## config.mk

```make
export PLATFORM = sky130hd
export DESIGN_NAME = cic_decimator
export DESIGN_NICKNAME = d
export VERILOG_FILES = /design/src/rtl/cic_pkg.sv /design/src/rtl/cic_comb_stage.sv /design/src/rtl/cic_decimator.sv
export SDC_FILE = /design/constraint.sdc
export NUM_CORES = 1
export LEC_CHECK = 0
export CAP_MARGIN = 20
export CORE_UTILIZATION = 37
export CTS_CLUSTER_DIAMETER = 200
export DETAILED_ROUTE_END_ITERATION = 6
export GPL_ROUTABILITY_DRIVEN = 0
export PLACE_DENSITY = 0.61
export SYNTH_ARGS = -nofsm -noshare
export SYNTH_HDL_FRONTEND = slang
export SYNTH_SLANG_ARGS = --single-unit
```

## constraint.sdc

```tcl
create_clock -name clk -period 35.8 [get_ports clk]
set_clock_uncertainty 0.2 [all_clocks]
set_input_delay 10.74 -clock clk [delete_from_list [all_inputs] [get_ports clk]]
set_output_delay 10.74 -clock clk [all_outputs]
set_load 0.02 [all_outputs]
```

## src/rtl/cic_pkg.sv

```systemverilog
// Shared helpers for the CIC decimator: ceil-log2 and accumulator width derivation.
package cic_pkg;

  localparam int MaxOrder = 6;

  function automatic int clog2(input int value);
    int r = 0;
    while ((longint'(1) << r) < longint'(value)) r++;
    return r;
  endfunction

  function automatic bit is_pow2(input int value);
    return (value > 0) && ((value & (value - 1)) == 0);
  endfunction

  // Bit growth of an ORDER-stage CIC is ORDER*log2(DECIM) over the input width.
  function automatic int acc_width(input int in_w, input int order, input int decim);
    return in_w + order * clog2(decim);
  endfunction

endpackage

```

## src/rtl/cic_comb_stage.sv

```systemverilog
// One registered CIC comb stage: y = x - x_prev, modulo 2^W.
module cic_comb_stage #(
  parameter int W = 16
) (
  input  logic         clk,
  input  logic         reset,
  input  logic         in_valid,
  input  logic [W-1:0] in_data,
  output logic         out_valid,
  output logic [W-1:0] out_data
);

  logic [W-1:0] r_prev;
  logic [W-1:0] r_data;
  logic         r_valid;

  always_ff @(posedge clk or posedge reset) begin
    if (reset) begin
      r_prev  <= '0;
      r_data  <= '0;
      r_valid <= 1'b0;
    end else begin
      r_valid <= in_valid;
      if (in_valid) begin
        r_data <= in_data - r_prev;
        r_prev <= in_data;
      end
    end
  end

  assign out_valid = r_valid;
  assign out_data  = r_data;

endmodule

```

## src/rtl/cic_decimator.sv

```systemverilog
// CIC decimator: ORDER integrators at the input rate, decimate by DECIM, ORDER pipelined combs,
// and a single-entry output register with overrun detection.
module cic_decimator
  import cic_pkg::*;
#(
  parameter int IN_W  = 16,
  parameter int ORDER = 3,
  parameter int DECIM = 64,
  parameter int OUT_W = 24
) (
  input  logic             clk,
  input  logic             reset,
  input  logic             in_valid,
  input  logic [IN_W-1:0]  in_data,
  output logic             out_valid,
  input  logic             out_ready,
  output logic [OUT_W-1:0] out_data,
  output logic             overrun,
  input  logic             clr_overrun
);

  localparam int ACC_W = acc_width(IN_W, ORDER, DECIM);
  localparam int CNT_W = clog2(DECIM);

  if (IN_W < 1) begin : g_bad_in_w
    $error("cic_decimator: IN_W must be at least 1");
  end
  if (ORDER < 1 || ORDER > MaxOrder) begin : g_bad_order
    $error("cic_decimator: ORDER must be in 1..6");
  end
  if (DECIM < 2 || !is_pow2(DECIM)) begin : g_bad_decim
    $error("cic_decimator: DECIM must be a power of two, at least 2");
  end
  if (OUT_W < 1 || OUT_W > ACC_W) begin : g_bad_out_w
    $error("cic_decimator: OUT_W must be in 1..ACC_W");
  end

  logic [ACC_W-1:0] r_integ     [ORDER];
  logic [ACC_W-1:0] w_integ_nxt [ORDER];
  logic [ACC_W-1:0] w_in_ext;
  logic [CNT_W-1:0] r_cnt;
  logic             w_tick;

  assign w_in_ext = {{(ACC_W - IN_W){in_data[IN_W-1]}}, in_data};
  assign w_tick   = in_valid && (r_cnt == CNT_W'(DECIM - 1));

  // Each integrator adds its predecessor's registered value, keeping adders off a long chain.
  for (genvar k = 0; k < ORDER; k++) begin : g_integ
    if (k == 0) begin : g_first
      assign w_integ_nxt[k] = r_integ[k] + w_in_ext;
    end else begin : g_rest
      assign w_integ_nxt[k] = r_integ[k] + r_integ[k-1];
    end
  end

  always_ff @(posedge clk or posedge reset) begin
    if (reset) begin
      for (int k = 0; k < ORDER; k++) r_integ[k] <= '0;
      r_cnt <= '0;
    end else if (in_valid) begin
      for (int k = 0; k < ORDER; k++) r_integ[k] <= w_integ_nxt[k];
      r_cnt <= w_tick ? '0 : r_cnt + 1'b1;
    end
  end

  logic [ACC_W-1:0] w_comb_data [ORDER+1];
  logic             w_comb_vld  [ORDER+1];

  assign w_comb_data[0] = w_integ_nxt[ORDER-1];
  assign w_comb_vld[0]  = w_tick;

  for (genvar k = 0; k < ORDER; k++) begin : g_comb
    cic_comb_stage #(
      .W (ACC_W)
    ) u_comb (
      .clk       (clk),
      .reset     (reset),
      .in_valid  (w_comb_vld[k]),
      .in_data   (w_comb_data[k]),
      .out_valid (w_comb_vld[k+1]),
      .out_data  (w_comb_data[k+1])
    );
  end

  logic             w_load;
  logic             w_ovr_event;
  logic [OUT_W-1:0] r_out_data;
  logic             r_out_valid;
  logic             r_overrun;
  logic             w_unused_lsbs;

  assign w_load        = w_comb_vld[ORDER];
  assign w_ovr_event   = w_load && r_out_valid && !out_ready;
  assign w_unused_lsbs = ^w_comb_data[ORDER];

  always_ff @(posedge clk or posedge reset) begin
    if (reset) begin
      r_out_data  <= '0;
      r_out_valid <= 1'b0;
      r_overrun   <= 1'b0;
    end else begin
      if (w_load) begin
        r_out_data  <= w_comb_data[ORDER][ACC_W-1 -: OUT_W];
        r_out_valid <= 1'b1;
      end else if (r_out_valid && out_ready) begin
        r_out_valid <= 1'b0;
      end
      // A new loss in the same cycle as a clear keeps the flag set.
      if (w_ovr_event) begin
        r_overrun <= 1'b1;
      end else if (clr_overrun) begin
        r_overrun <= 1'b0;
      end
    end
  end

  assign out_data  = r_out_data;
  assign out_valid = r_out_valid;
  assign overrun   = r_overrun;

endmodule

```

==> run metrics, run 1 <==
Total Wirelength 44.24 mm; Worst-path clk slew 0.06 ns; Syn Area/Cell 9.335 µm²; Max Buffers Root-to-Sink 3; Yosys top cell area share 0.3777; diodes inserted 0; initial drt markers 856; CTS Hold Bufs 0; Fill cells 5651; I/O pin count 47; post-CTS sizing 0; PortBufs 46; Total GRT Usage 0.1492; vias in the first global route 16403; area grow syn2layout 11.45%; R2R cell count 21; count leader, synth dfrtp_1; crit path time final 13.95 ns; Reg area 0.008285 mm²; worst hold stages 2; synth warn 0; ranking of synthesized cells by area dfrtp_1, ha_1, mux2_2, o21ai_0, xnor2_1; die span in x 245.4 µm; Setup crit end r_integ[101]$_DFFE_PP0P_; R2R setup slack 29.61 ns; H-tree Lvls 2; Syn Inst Count 2349; unique cell type count in the Yosys netlist 90; largest net degree at the start of global routing 153; CTS root buf clkbuf_16; CTS tree done; period utilization 0.3898; Crit Path Max Fanout 25; normalized max-slew margin 0.3592; area leader, netlist dfrtp_1; outcome finished, final reports clean; core area 0.05814 mm²; post-CTS setup buffer count 0; total CTS buffers 38; Fmax achieved 0.07167 GHz; top cells by count, synth dfrtp_1, nand2_1, o21ai_0, ha_1, inv_1; antenna-violating nets left 0; Worst Tran Pin Value 0.9612 ns; vias per cell 5.224; number of synthesized register bits 331; count of final hold-check violations 0; crit end category flop; final net count 2597; Min-Delay Path Class flop to flop; RSZ-0062 raised after global routing no; DRC Markers 0; EDFF count, synth 0; Die Height 245.4 µm; DP HPWL 31.83 mm; footprint of the multi-input gates 0.01262 mm²; WP data required 36.01 ns; WP data arrival 14.16 ns; DR WL/cell 13.97 µm; Post-Syn Area 0.02193 mm²; global-route wire length before repair 77.40 mm; worst reg2reg startpoint r_integ[34]$_DFFE_PP0P_; overflow left after global routing 0; worst-skew pair later-pin latency 0.56 ns; First-pass DRT Iterations 5; Setup TNS Final 0 ns; initial antenna violation count 0; via count of the routed design 16540; Setup violations, final 0; layout cells sized above 1 0.1041; clk sinks 331; Initial Util 0.3772; Slew Limit Fails 0; die area 0.06024 mm²; ys flop type dfrtp_1; sequential cell area fraction in the yosys report 0.3777; R2R Path End g_comb[0].u_comb.out_data[33]$_DFFE_PP0P_; Worst Setup SP in_data[15]; crit path kind primary input to flop; syn nets 2573; Worst setup SP type primary input; async set or reset register ratio after synthesis 1.000; Max-Cap Viols 0; Rows 88
## sequential cells by signal, summed over array words and instances (netlist names)
signal	flops
out_data	24
r_cnt	6
g_comb.u_comb.r_prev	102
overrun	1
r_integ	102
g_comb.u_comb.out_valid	3
out_valid	1
g_comb.u_comb.out_data	92
## how the worst min path moves through the flow
stage,from,end,slack (ns)
2_1_floorplan,g_comb[0].u_comb.out_valid$_DFF_PP0_,g_comb[1].u_comb.out_valid$_DFF_PP0_,0.15
3_3_place_gp,g_comb[2].u_comb.out_data[17]$_DFFE_PP0P_,g_comb[2].u_comb.out_data[17]$_DFFE_PP0P_,0.26
3_5_place_dp,g_comb[2].u_comb.out_data[17]$_DFFE_PP0P_,g_comb[2].u_comb.out_data[17]$_DFFE_PP0P_,0.27
4_1_cts,g_comb[2].u_comb.out_data[17]$_DFFE_PP0P_,g_comb[2].u_comb.out_data[17]$_DFFE_PP0P_,0.28
5_1_grt,g_comb[2].u_comb.out_data[17]$_DFFE_PP0P_,g_comb[2].u_comb.out_data[17]$_DFFE_PP0P_,0.31
6_report,g_comb[2].u_comb.out_data[20]$_DFFE_PP0P_,g_comb[2].u_comb.out_data[20]$_DFFE_PP0P_,0.28
## kinds of logic after synthesis
| kind of cell | share of synthesized area |
|---|---|
| mux | 0.07583 |
| compound gates | 0.2063 |
| buf+inv | 0.04690 |
| flops | 0.3777 |
| simple gates | 0.1163 |
| xor+xnor | 0.05934 |
| fa+ha+maj | 0.1175 |
## cells in the final DEF (no fill, tap or decap), types with 7 or more instances in the layout
cell	synthesis	routed
a211o_1	7	7
a211oi_1	24	24
a21boi_0	10	10
a21o_1	86	86
a21oi_1	172	172
a31oi_1	11	11
and3_1	10	10
buf_4	0	12
clkbuf_16	0	38
clkbuf_8	3	7
clkdlybuf4s50_1	0	45
clkinv_2	0	7
dfrtp_1	331	329
ha_1	198	198
inv_1	184	183
mux2_2	141	141
nand2_1	229	229
nand2b_1	16	16
nand3_1	33	32
nand4_1	24	24
nor2_1	114	114
nor2b_1	17	17
nor3_1	35	35
nor3b_1	7	7
nor4_1	7	7
o2111ai_1	9	9
o211ai_1	13	13
o21a_1	26	26
o21ai_0	229	229
o21bai_1	31	31
o311ai_0	7	7
o31ai_1	21	21
or3_1	15	15
xnor2_1	101	101
xor2_1	45	45
## worst max-delay path, stage by stage
cell	delay (ns)
clkdlybuf4s50_1	0.45
buf_4	0.28
ha_1	0.36
a21o_1	0.20
a21o_1	0.18
a221oi_1	0.38
o21ai_0	0.20
and4_1	0.24
a21oi_1	0.24
a31oi_1	0.16
o41ai_1	0.41
or4b_2	0.21
o2111ai_1	0.09
## through the flow
stage,worst slack (ns),instances,utilization,hold slack (ns),instance area (µm²)
floorplan,15.69,2349,-,0.1519,21930
CTS,21.94,3166,0.4204,0.2849,24440
global placement,21.41,3098,0.3979,0.2583,23130
global route,21.57,3166,0.4204,0.3068,24440
detailed placement,21.37,3098,0.3979,0.2668,23130
finish,21.85,3166,0.4204,0.2807,24440
## per-layer routing
metal,global-route usage,up-vias,wire length (µm),part of all wire
met5,0,-,0,0
met2,0.2420,271,19650,0.44
met3,0.02052,84,1329,0.030
met4,0.05371,0,1147,0.026
met1,0.2022,7710,22110,0.50
li1,-,8475,-,-
## final cells by class
cell class	instances	share of cell area
clock buffers	51	0.04377
well taps	765	0.03917
multi-input cells	1758	0.5165
inverters	186	0.02888
flip-flops and latches	331	0.3390
repair buffers	58	0.02294
clock inverters	17	0.009728
Power of run 1 is not shown: default switching activity piles up to over one toggle a cycle in this logic, so the estimate is an artifact.
==> run 2, diff against run 1 <==
==> constraint.sdc (replaced) <==
create_clock -name clk -period 12.9 [get_ports clk]
set_clock_uncertainty 0.2 [all_clocks]
set_input_delay 3.87 -clock clk [delete_from_list [all_inputs] [get_ports clk]]
set_output_delay 3.87 -clock clk [all_outputs]
set_load 0.02 [all_outputs]
==> run 2 against run 1 <==
Critical path depth unchanged. Via count increased by 0.94%. Sequential share of layout area decreased by 0.12 points. Worst hold slack got worse by 0.0051 ns. Non-clock buffer count decreased by 2. Setup slack got worse by 16 ns. First-iteration DRC count decreased by 3.9%. Critical endpoint unchanged.
==> run metrics, run 2 (synthesis gave the netlist of run 1 again) <==
outcome finished, final reports clean (unchanged); clk sinks 331 (unchanged); Total GRT Usage 0.1487 (was 0.1492); R2R cell count 21 (unchanged); most frequent cells in the layout dfrtp_1, o21ai_0, nand2_1 (unchanged); global-route wire length before repair 76.94 mm (was 77.40 mm); Setup violations, final 0 (unchanged); Hold EP g_comb[2].u_comb.out_data[19]$_DFFE_PP0P_ (was g_comb[2].u_comb.out_data[20]$_DFFE_PP0P_); Slew Limit Fails 0 (unchanged); I/O pin count 47 (unchanged); count of final hold-check violations 0 (unchanged); crit path kind primary input to flop (unchanged); Fill cells 5633 (was 5651); WP data required 13.12 ns (was 36.01 ns); post-CTS sizing 0 (unchanged); slowest CP cell o41ai_1 (was clkdlybuf4s50_1); die span in x 245.4 µm (unchanged); RSZ-0062 raised after global routing no (unchanged); Max-Cap Viols 0 (unchanged); post-CTS setup buffer count 0 (unchanged); normalized max-slew margin 0.3497 (was 0.3592); R2R Path End g_comb[0].u_comb.out_data[33]$_DFFE_PP0P_ (unchanged); CTS tree done (unchanged); largest net degree at the start of global routing 184 (was 153); DRC Markers 0 (unchanged); total CTS buffers 39 (was 38); core area 0.05814 mm² (unchanged); die area 0.06024 mm² (unchanged); Setup TNS Final 0 ns (unchanged); R2R setup slack 6.75 ns (was 29.61 ns); final net count 2596 (was 2597); Total Wirelength 44.11 mm (was 44.24 mm); Hold Path Origin g_comb[2].u_comb.out_data[19]$_DFFE_PP0P_ (was g_comb[2].u_comb.out_data[20]$_DFFE_PP0P_); diodes inserted 0 (unchanged); CTS Hold Bufs 0 (unchanged); Worst setup SP type primary input (unchanged); commonest non-fill, non-tap cell in the layout dfrtp_1 (unchanged); footprint of the multi-input gates 0.01262 mm² (unchanged); crit end category flop (unchanged); crit path time final 7.166 ns; Max Buffers Root-to-Sink 3 (unchanged); GR peak layer met2 (unchanged); vias per cell 5.272 (was 5.224); via count of the routed design 16695 (was 16540); period utilization 0.5555; initial drt markers 823 (was 856); CP most frequent cell a21o_1 (unchanged); Initial Util 0.3772 (unchanged); Worst Tran Pin Value 0.9754 ns (was 0.9612 ns); antenna-violating nets left 0 (unchanged); H-tree Lvls 2 (unchanged); worst-skew pair later-pin latency 0.56 ns (about the same); Min-Delay Path Class flop to flop (unchanged); crit-path max cell delay 0.49 ns (was 0.45 ns); overflow left after global routing 0 (unchanged); Fmax achieved 0.1396 GHz; WP data arrival 7.39 ns (was 14.16 ns); met3 Track Usage GR 0.02052 (unchanged); Rows 88 (unchanged); worst hold stages 2 (unchanged); layout cells sized above 1 0.1041 (about the same); Die Height 245.4 µm (unchanged); First-pass DRT Iterations 5 (unchanged); vias in the first global route 16442 (was 16403); worst reg2reg startpoint r_integ[34]$_DFFE_PP0P_ (unchanged); GR Util met1 0.1975 (was 0.2022); Reg area 0.008285 mm² (unchanged); Worst-path clk slew 0.06 ns (about the same); DR WL/cell 13.93 µm (was 13.97 µm); PortBufs 46 (unchanged); CTS root buf clkbuf_16 (unchanged); worst-path cell chain clkdlybuf4s50_1 > buf_4 > ha_1 > a21o_1 > a21o_1 > a221oi_1 > o21ai_0 > and4_1 > a21oi_1 > a31oi_1 > o41ai_1 > or4b_2 > o2111ai_1 (unchanged); initial antenna violation count 0 (unchanged); Crit Path Max Fanout 25 (unchanged); GR Util met2 0.2441 (was 0.2420); DP HPWL 31.56 mm (was 31.83 mm); area grow syn2layout 11.84% (was 11.45%)
-- run 2: changes by cell type in the layout (fill, tap and decap cells not counted), sizes merged --
cell,previous run,this run
buf,13,11
bufinv,5,7
clkbuf,51,54
clkinv,9,3
clkinvlp,1,6
inv,188,187
-- run 2: worst max-delay path by stage --
stage	startpoint	to	cells after the start	slack, ns
after global routing	in_data[15]	r_integ[101]$_DFFE_PP0P_	13	5.50
final	in_data[15]	r_integ[101]$_DFFE_PP0P_	13	5.73
after global placement	in_data[15]	r_integ[101]$_DFFE_PP0P_	13	5.37
after CTS	in_data[15]	r_integ[101]$_DFFE_PP0P_	13	5.85
after floorplan	reset	g_comb[0].u_comb.out_data[0]$_DFFE_PP0P_	1	4.41
after detailed placement	in_data[15]	r_integ[101]$_DFFE_PP0P_	13	5.24
-- run 2: area by class of cell --
type                    count  share of cell area
flip-flops and latches    331              0.3378
clock buffers              54             0.04535
inverters                 186             0.02862
multi-input cells        1758              0.5147
well taps                 765             0.03903
repair buffers             56             0.02275
clock inverters            17             0.01173
-- run 2: through the flow --
step | setup WS [ns] | instances | util | hold slack [ns] | area [µm²]
after floorplan | 4.409 | 2349 | - | 0.1519 | 21930
after global placement | 5.373 | 3096 | 0.3978 | 0.2633 | 23120
after detailed placement | 5.238 | 3096 | 0.3978 | 0.2670 | 23120
after CTS | 5.850 | 3167 | 0.4219 | 0.2839 | 24520
after global routing | 5.500 | 3167 | 0.4219 | 0.3045 | 24520
final | 5.734 | 3167 | 0.4219 | 0.2756 | 24520
-- run 2: critical path, delay by kind of cell --
| family | cells | cell delay [ns] |
|---|---|---|
| AOI/OAI and AO/OA | 8 | 1.92 |
| adders and majority gates | 1 | 0.36 |
| buffers and inverters | 2 | 0.74 |
| and+or+nand+nor | 2 | 0.48 |
-- run 2: metal layers --
metal	wire length [µm]	vias up	part of all wire
li1	-	8486	-
met1	21780	7816	0.49
met2	19600	289	0.44
met3	1384	104	0.031
met4	1352	0	0.031
met5	0	-	0
Power of run 2 is left out for the same reason.
==> run 3, diff against run 2 <==
==> constraint.sdc (replaced) <==
create_clock -name clk -period 6.9 [get_ports clk]
set_clock_uncertainty 0.2 [all_clocks]
set_input_delay 2.07 -clock clk [delete_from_list [all_inputs] [get_ports clk]]
set_output_delay 2.07 -clock clk [all_outputs]
set_load 0.02 [all_outputs]
==> run 3 against run 2 <==
The flow now finishes with violations (design-rule violations). Die area unchanged. Sequential cell count is the same. Count of clock-buffer cells in the layout shrank 2. Critical path depth grew 8. Wire length fell by 0.28%.
==> run metrics, run 3 (synthesis gave the netlist of run 1 again) <==
outcome finished, violations left (was finished, final reports clean); violations in the final reports design-rule violations; antenna-violating nets left 0 (unchanged); CP top delay family compound AO/OA/AOI/OAI gates (unchanged); worst-path cell chain ha_1 > fa_1 > a21o_1 > a21oi_1 > o21a_1 > o211ai_1 > nand4_1 > a21oi_1 > o21ai_0 > a2bb2oi_1 > o311a_1 > ha_1 > inv_1 > nor4_1 > nor2b_1 > nand4_1 > a31oi_1 > nand4_1 > o211ai_1 > xnor3_1 > mux2_4 (was clkdlybuf4s50_1 > buf_4 > ha_1 > a21o_1 > a21o_1 > a221oi_1 > o21ai_0 > and4_1 > a21oi_1 > a31oi_1 > o41ai_1 > or4b_2 > o2111ai_1); Total Wirelength 43.99 mm (was 44.11 mm); H-tree Lvls 2 (unchanged); area grow syn2layout 11.67% (was 11.84%); DR WL/cell 13.89 µm (was 13.93 µm); Die Height 245.4 µm (unchanged); DRC Markers 10 (was 0); CTS root buf clkbuf_16 (unchanged); Rows 88 (unchanged); CP most frequent cell nand4_1 (was a21o_1); Setup violations, final 0 (unchanged); CTS Hold Bufs 0 (unchanged); crit path kind flop to flop (was primary input to flop); Crit Path Max Fanout 6 (was 25); DP HPWL 31.73 mm (was 31.56 mm); worst-skew pair later-pin latency 0.56 ns (about the same); clk sinks 331 (unchanged); R2R Path End g_comb[0].u_comb.out_data[33]$_DFFE_PP0P_ (unchanged); most frequent cells in the layout dfrtp_1, o21ai_0, nand2_1 (unchanged); largest net degree at the start of global routing 179 (was 184); Worst-path clk slew 0.06 ns (about the same); R2R setup slack 1.10 ns (was 6.75 ns); overflow left after global routing 0 (unchanged); Hold EP g_comb[0].u_comb.r_prev[2]$_DFFE_PP0P_ (was g_comb[2].u_comb.out_data[19]$_DFFE_PP0P_); I/O pin count 47 (unchanged); diodes inserted 0 (unchanged); core area 0.05814 mm² (unchanged); vias in the first global route 16431 (was 16442); global-route wire length before repair 77.56 mm (was 76.94 mm); post-CTS setup buffer count 0 (unchanged); via count of the routed design 16633 (was 16695); period utilization 0.8400; Hold Path Origin g_comb[0].u_comb.r_prev[2]$_DFFE_PP0P_ (was g_comb[2].u_comb.out_data[19]$_DFFE_PP0P_); Hold WS 0.2832 ns (was 0.2756 ns); RSZ-0062 raised after global routing no (unchanged); final net count 2598 (was 2596); count of final hold-check violations 0 (unchanged); slowest CP cell a2bb2oi_1 (was o41ai_1); cell area after layout 0.02449 mm² (was 0.02452 mm²); R2R cell count 21 (unchanged); worst reg2reg startpoint r_integ[34]$_DFFE_PP0P_ (unchanged); Buf/Inv on CP 1 (was 2); First-pass DRT Iterations 7 (was 5); CTS tree done (unchanged); crit-path max cell delay 0.43 ns (was 0.49 ns); initial antenna violation count 0 (unchanged); worst hold stages 2 (unchanged); Worst Tran Pin Value 1.049 ns (was 0.9754 ns); post-CTS sizing 0 (unchanged); Worst setup SP type flop (was primary input); Total GRT Usage 0.1495 (was 0.1487); layout cells sized above 1 0.1029 (was 0.1041); WP data arrival 6.04 ns (was 7.39 ns); dpl cell area 0.02315 mm² (was 0.02312 mm²); Slew Limit Fails 0 (unchanged); WP data required 7.14 ns (was 13.12 ns); die span in x 245.4 µm (unchanged); normalized max-slew margin 0.3003 (was 0.3497); Setup TNS Final 0 ns (unchanged); total CTS buffers 38 (was 39); Initial Util 0.3772 (unchanged); initial drt markers 871 (was 823); Min-Delay Path Class flop to flop (unchanged); crit end category flop (unchanged); PortBufs 46 (unchanged); Fill cells 5653 (was 5633); Fmax achieved 0.1725 GHz; vias per cell 5.254 (was 5.272); commonest non-fill, non-tap cell in the layout dfrtp_1 (unchanged); Max Buffers Root-to-Sink 3 (unchanged); crit path time final 5.796 ns; Max-Cap Viols 0 (unchanged); die area 0.06024 mm² (unchanged)
run 3: tightest hold or removal path, stage by stage (launching register included):
cell and delay [ns]:
dfrtp_1 0.34, nand2_1 0.04, o21ai_0 0.06
run 3: final cells by class:
class | instances | area [µm²] | share of cell area
timing repair buffer | 59 | 580.6 | 0.02371
multi-input combinational | 1758 | 12620 | 0.5155
clock buffer | 52 | 1065 | 0.04348
sequential | 331 | 8285 | 0.3384
tap | 765 | 957.2 | 0.03909
clock inverter | 15 | 275.3 | 0.01124
inverter | 186 | 701.9 | 0.02866
run 3: stage by stage:
step | util | setup slack, ns | cells
floorplan | - | 0.2093 | 2349
global placement | 0.3982 | 1.154 | 3099
detailed placement | 0.3982 | 1.104 | 3099
CTS | 0.4212 | 1.162 | 3166
global route | 0.4212 | 0.6185 | 3166
finish | 0.4212 | 1.104 | 3166
run 3: metal layers:
layer | share of wire | up-vias | track usage
li1 | - | 8504 | -
met4 | 0.025 | 0 | 0.05280
met2 | 0.45 | 260 | 0.2425
met5 | 0 | - | 0
met3 | 0.031 | 89 | 0.02030
met1 | 0.50 | 7780 | 0.2030
run 3: worst max path at each step:
stage                            start                                         to  depth (start not counted)
3_3_place_gp               in_data[15]                   r_integ[101]$_DFFE_PP0P_                         13
4_1_cts        r_integ[34]$_DFFE_PP0P_  g_comb[0].u_comb.out_data[33]$_DFFE_PP0P_                         21
2_1_floorplan                    reset   g_comb[0].u_comb.out_data[0]$_DFFE_PP0P_                          1
6_report       r_integ[34]$_DFFE_PP0P_  g_comb[0].u_comb.out_data[33]$_DFFE_PP0P_                         21
3_5_place_dp               in_data[15]                   r_integ[101]$_DFFE_PP0P_                         13
5_1_grt        r_integ[34]$_DFFE_PP0P_  g_comb[0].u_comb.out_data[33]$_DFFE_PP0P_                         21
Power of run 3 is left out for the same reason.
==> patch 1: new RTL, settings of run 1 <==
Make the reset (`reset`) synchronous in 3 clocked blocks.
--- a/src/rtl/cic_comb_stage.sv
+++ b/src/rtl/cic_comb_stage.sv
@@ -14,7 +14,7 @@
   logic [W-1:0] r_data;
   logic         r_valid;
 
-  always_ff @(posedge clk or posedge reset) begin
+  always_ff @(posedge clk) begin
     if (reset) begin
       r_prev  <= '0;
       r_data  <= '0;
--- a/src/rtl/cic_decimator.sv
+++ b/src/rtl/cic_decimator.sv
@@ -53,7 +53,7 @@
     end
   end
 
-  always_ff @(posedge clk or posedge reset) begin
+  always_ff @(posedge clk) begin
     if (reset) begin
       for (int k = 0; k < ORDER; k++) r_integ[k] <= '0;
       r_cnt <= '0;
@@ -93,7 +93,7 @@
   assign w_ovr_event   = w_load && r_out_valid && !out_ready;
   assign w_unused_lsbs = ^w_comb_data[ORDER];
 
-  always_ff @(posedge clk or posedge reset) begin
+  always_ff @(posedge clk) begin
     if (reset) begin
       r_out_data  <= '0;
       r_out_valid <= 1'b0;
Formal check against the unedited RTL: no difference found for any inputs over 10 cycles, from zero or initial values and one cycle with reset high; that may be too few to reach the edited logic, so the function may still have changed.
==> patch 1 against run 1 <==
- first-iteration DRC count increased by 2.8%
- sequential cell count did not move
- critical path depth unchanged
- synthesized cell count increased by 2.8%
- design area fell by 2.7%
- critical path type unchanged
- wire length fell by 1.7%
- utilization barely moved
- via count is 0.57% lower
- synthesized area shrank 3.0%
- worst setup slack got worse by 0.11 ns
==> patch 1: results (changes against run 1) <==
* Hold Startpoint: g_comb[0].u_comb.r_prev[9]
* N_diodes at 0 (unchanged)
* Total CTS buffers at 37 (-2.6%)
* R2R Setup Slk at 30.17 ns (+0.56 ns)
* Status: finished clean
* Crit path DAT at 14.14 ns (-0.02 ns)
* Adder-Cell Fraction of Synth Area at 12.12% (+0.37 points)
* Number of fill cells at 5517 (-2.4%)
* Post-Layout Cell Count at 3206 (+1.3%)
* Min Hold Slack at 0.2520 ns (-0.02869 ns)
* Placed Cells at 3139 (+1.3%)
* Maximum vdd ir drop at 0.00003082 V
* Syn Nets at 2639 (+2.6%)
* Dominant cells by area after synthesis: dfxtp_1, edfxtp_1, ha_1
* Top cells by count, synth: nor2_1, dfxtp_1, a21oi_1
* Place WS at 21.24 ns (-0.1300 ns)
* Drt initial violations at 880 (+2.8%)
* Worst Tran Pin Value at 0.9578 ns (-0.003427 ns)
* Post-synthesis xor/xnor area fraction at 6.672% (+0.74 points)
* Post-synthesis mux area share at 6.025% (-1.6 points)
* Placed inst area at 22430 sq um (-3.0%)
* GRT met3 Usage at 2.075% (+0.024 points)
* DP HPWL at 31530 microns (-0.96%)
* WL met1 at 21490 microns (-2.8%)
* DR WL/cell at 13.56 microns (-3.0%)
* Share of cells above drive strength 1 at 4.122% (-6.3 points)
* Synthesized area per cell at 8.806 sq um (-5.7%)
* Met2 usage in global routing at 24.14% (-0.064 points)
* Met2 wire len at 19060 microns (-3.0%)
* Pre-antenna DRT Iters at 6 (+1)
* Largest stage delay, worst path at 1.01 ns (+0.56 ns)
* Post-synthesis sequential area ratio at 35.96% (-1.8 points)
* M1 GR Usage at 19.34% (-0.88 points)
* CP startpoint: in_data[15]
* Largest net degree at the start of global routing at 90 (-41%)
* Synth unique cells at 76 (-16%)
* Compound-Gate Fraction of Synth Area at 18.62% (-2.0 points)
* Vias/cell at 5.129 (-1.8%)
* CP max FO at 19 (-24%)
* Post-synth EDFFs at 102 (+102)
* Most used DFF post-synth: dfxtp_1
* Syn. warnings at 0 (unchanged)
* Reg-to-reg critical path startpoint: r_integ[0][35]
* Met3 wire len at 1589 microns (+20%)
* Tot GR Track Use at 14.66% (-0.26 points)
* Number of global-route vias before repair at 15630 (-4.7%)
* FFs w/ async S/R, synth at 0% (-100 points)
* Fmax at 71.09 MHz (-0.81%)
* First-pass GRT wire length at 74040 microns (-4.3%)
==> patch 1: cell types whose count changed in the layout (fill, tap and decap cells not counted), moves of 29 or more <==
| cell | change |
|---|---|
| nand2b_1 | +29 |
| dfrtp_1 | -329 |
| mux2_2 | -141 |
| dfxtp_1 | +227 |
| nor2_1 | +166 |
| nand2_1 | -51 |
| o21ai_0 | -139 |
| mux2i_1 | +122 |
| edfxtp_1 | +102 |
| and2_1 | +34 |
==> patch 1: final cells by class <==
type	instances	area (sq um)	area share [%]
clock inverter	17	280.3	1.179
tap	756	945.9	3.978
multi-input combinational	1840	12710	53.46
clock buffer	50	1066	4.483
timing repair buffer	56	536.8	2.257
inverter	156	585.6	2.462
sequential	331	7652	32.18
==> patch 1: worst paths after layout <==
check,to,cells after the start
max reg2reg,g_comb[0].u_comb.out_data[31],21
min,g_comb[0].u_comb.r_prev[9],2
max,r_integ[0][33],13
min reg2reg,g_comb[0].u_comb.r_prev[9],2
==> patch 2: new RTL, config.mk and constraints of run 1 <==
Without the edit above. Change the parameter `DECIM` from 64 to 32.
--- a/src/rtl/cic_decimator.sv
+++ b/src/rtl/cic_decimator.sv
@@ -5,7 +5,7 @@
 #(
   parameter int IN_W  = 16,
   parameter int ORDER = 3,
-  parameter int DECIM = 64,
+  parameter int DECIM = 32,
   parameter int OUT_W = 24
 ) (
   input  logic             clk,
Behaviour: no difference found for any inputs over 10 cycles, from zero or initial values and one cycle with reset high; that may be too few to reach the edited logic, so the function may still have changed.
==> patch 2 against run 1 <==
- sequential cell count decreased by 25
- critical endpoint is now r_integ[92]
- utilization fell by 0.16 points
- count of clock-buffer cells in the layout up 3
- synthesized area shrank 10%
- wire length is 16% lower
- critical path type unchanged
- worst setup slack worse by 0.22 ns
- design area down 9.9%
- critical path depth shrank 1
Power is left out: the tool's default activity adds up to more than one toggle a clock period on the data nets, which glitch-free logic cannot reach.
==> patch 2: results (changes against run 1) <==
* Status: finished clean
* Reg2Reg Depth at 23 (+9.5%)
* Hold Startpoint: g_comb[0].u_comb.r_prev[7]
* DR WL/cell at 13.33 microns (-4.6%)
* Total CTS buffers at 36 (-5.3%)
* R2R Setup Slk at 30.43 ns (+0.82 ns)
* Number of global-route vias before repair at 14030 (-14%)
* First-pass GRT wire length at 65020 microns (-16%)
* Final net count at 2279 (-12%)
* Tot GR Track Use at 13.95% (-0.97 points)
* DP HPWL at 26660 microns (-16%)
* Largest stage delay, worst path at 0.84 ns (+0.39 ns)
* Post-synthesis sequential area ratio at 38.92% (+1.2 points)
* Dominant cells by area after synthesis: dfrtp_1, ha_1, mux2_2
* Post-synthesis xor/xnor area fraction at 6.723% (+0.79 points)
* Crit path DAT at 14.41 ns (+0.25 ns)
* Number of fill cells at 5104 (-9.7%)
* Total number of vias at 14240 (-14%)
* R2r endpoint: g_comb[0].u_comb.out_data[30]
* CP max FO at 22 (-12%)
* Worst slew margin at 35.23% (-0.69 points)
* Syn Nets at 2248 (-13%)
* Top delay family on crit path: simple AND/OR/NAND/NOR gates
* Adder-Cell Fraction of Synth Area at 12.02% (+0.27 points)
* Post-synthesis mux area share at 9.006% (+1.4 points)
* Largest net degree at the start of global routing at 178 (+16%)
* Synth unique cells at 81 (-10%)
* Compound-Gate Fraction of Synth Area at 18.13% (-2.5 points)
* Reg-to-reg critical path startpoint: r_integ[31]
* Share of cells above drive strength 1 at 12.06% (+1.6 points)
* Clock Latency Late Sink at 0.52 ns (-0.04 ns)
* Top cells by count, synth: dfrtp_1, nand2_1, ha_1
* Endpoint, Worst Hold: g_comb[0].u_comb.r_prev[7]
## patch 2: cell types whose count changed in the layout (fill, tap and decap cells not counted), moves of 13 or more
cell      delta
inv_1       -45
o21ai_0     -51
nor2_1      -18
a31oi_1     +13
a211oi_1    -14
dfrtp_1     -25
nand2_1     -22
o21bai_1    -15
a21oi_1     -35
ha_1        -17
## patch 2: how the worst max path moves through the flow
stage               cells after the start                            to
floorplan                               1  g_comb[0].u_comb.out_data[0]
global placement                       12                   r_integ[92]
detailed placement                     12                   r_integ[92]
CTS                                    12                   r_integ[92]
global route                           12                   r_integ[92]
finish                                 12                   r_integ[92]
## patch 2: kinds of logic after synthesis
family,count (synthesis)
xor+xnor,151
mux,158
simple gates,478
buf+inv,199
compound gates,563
flops,306
fa+ha+maj,186
## patch 2: final cells by class
cell class | count | area (sq um) | area share [%]
multi-input combinational | 1536 | 11250 | 51.13
inverter | 140 | 533.0 | 2.422
clock buffer | 54 | 1100 | 4.997
tap | 688 | 860.8 | 3.911
clock inverter | 10 | 86.33 | 0.3923
sequential | 306 | 7660 | 34.80
timing repair buffer | 52 | 515.5 | 2.342
## patch 2: metrics by stage
| step | hold slack, ns | cell area (sq um) | std cells | worst slack [ns] | utilization (%) |
|---|---|---|---|---|---|
| final | 0.2834 | 22010 | 2786 | 21.62 | 41.88 |
| after global routing | 0.3033 | 22010 | 2786 | 21.45 | 41.88 |
| after global placement | 0.2643 | 20820 | 2722 | 21.36 | 39.62 |
| after floorplan | 0.1519 | 19670 | 2041 | 16.40 | - |
| after CTS | 0.2825 | 22010 | 2786 | 21.72 | 41.88 |
| after detailed placement | 0.2705 | 20820 | 2722 | 21.17 | 39.62 |
## patch 2: layer usage
layer,GRT usage (%),routed length (microns)
met5,0,0
met1,18.86,18650
met2,22.65,16190
met4,4.616,976
met3,2.194,1318
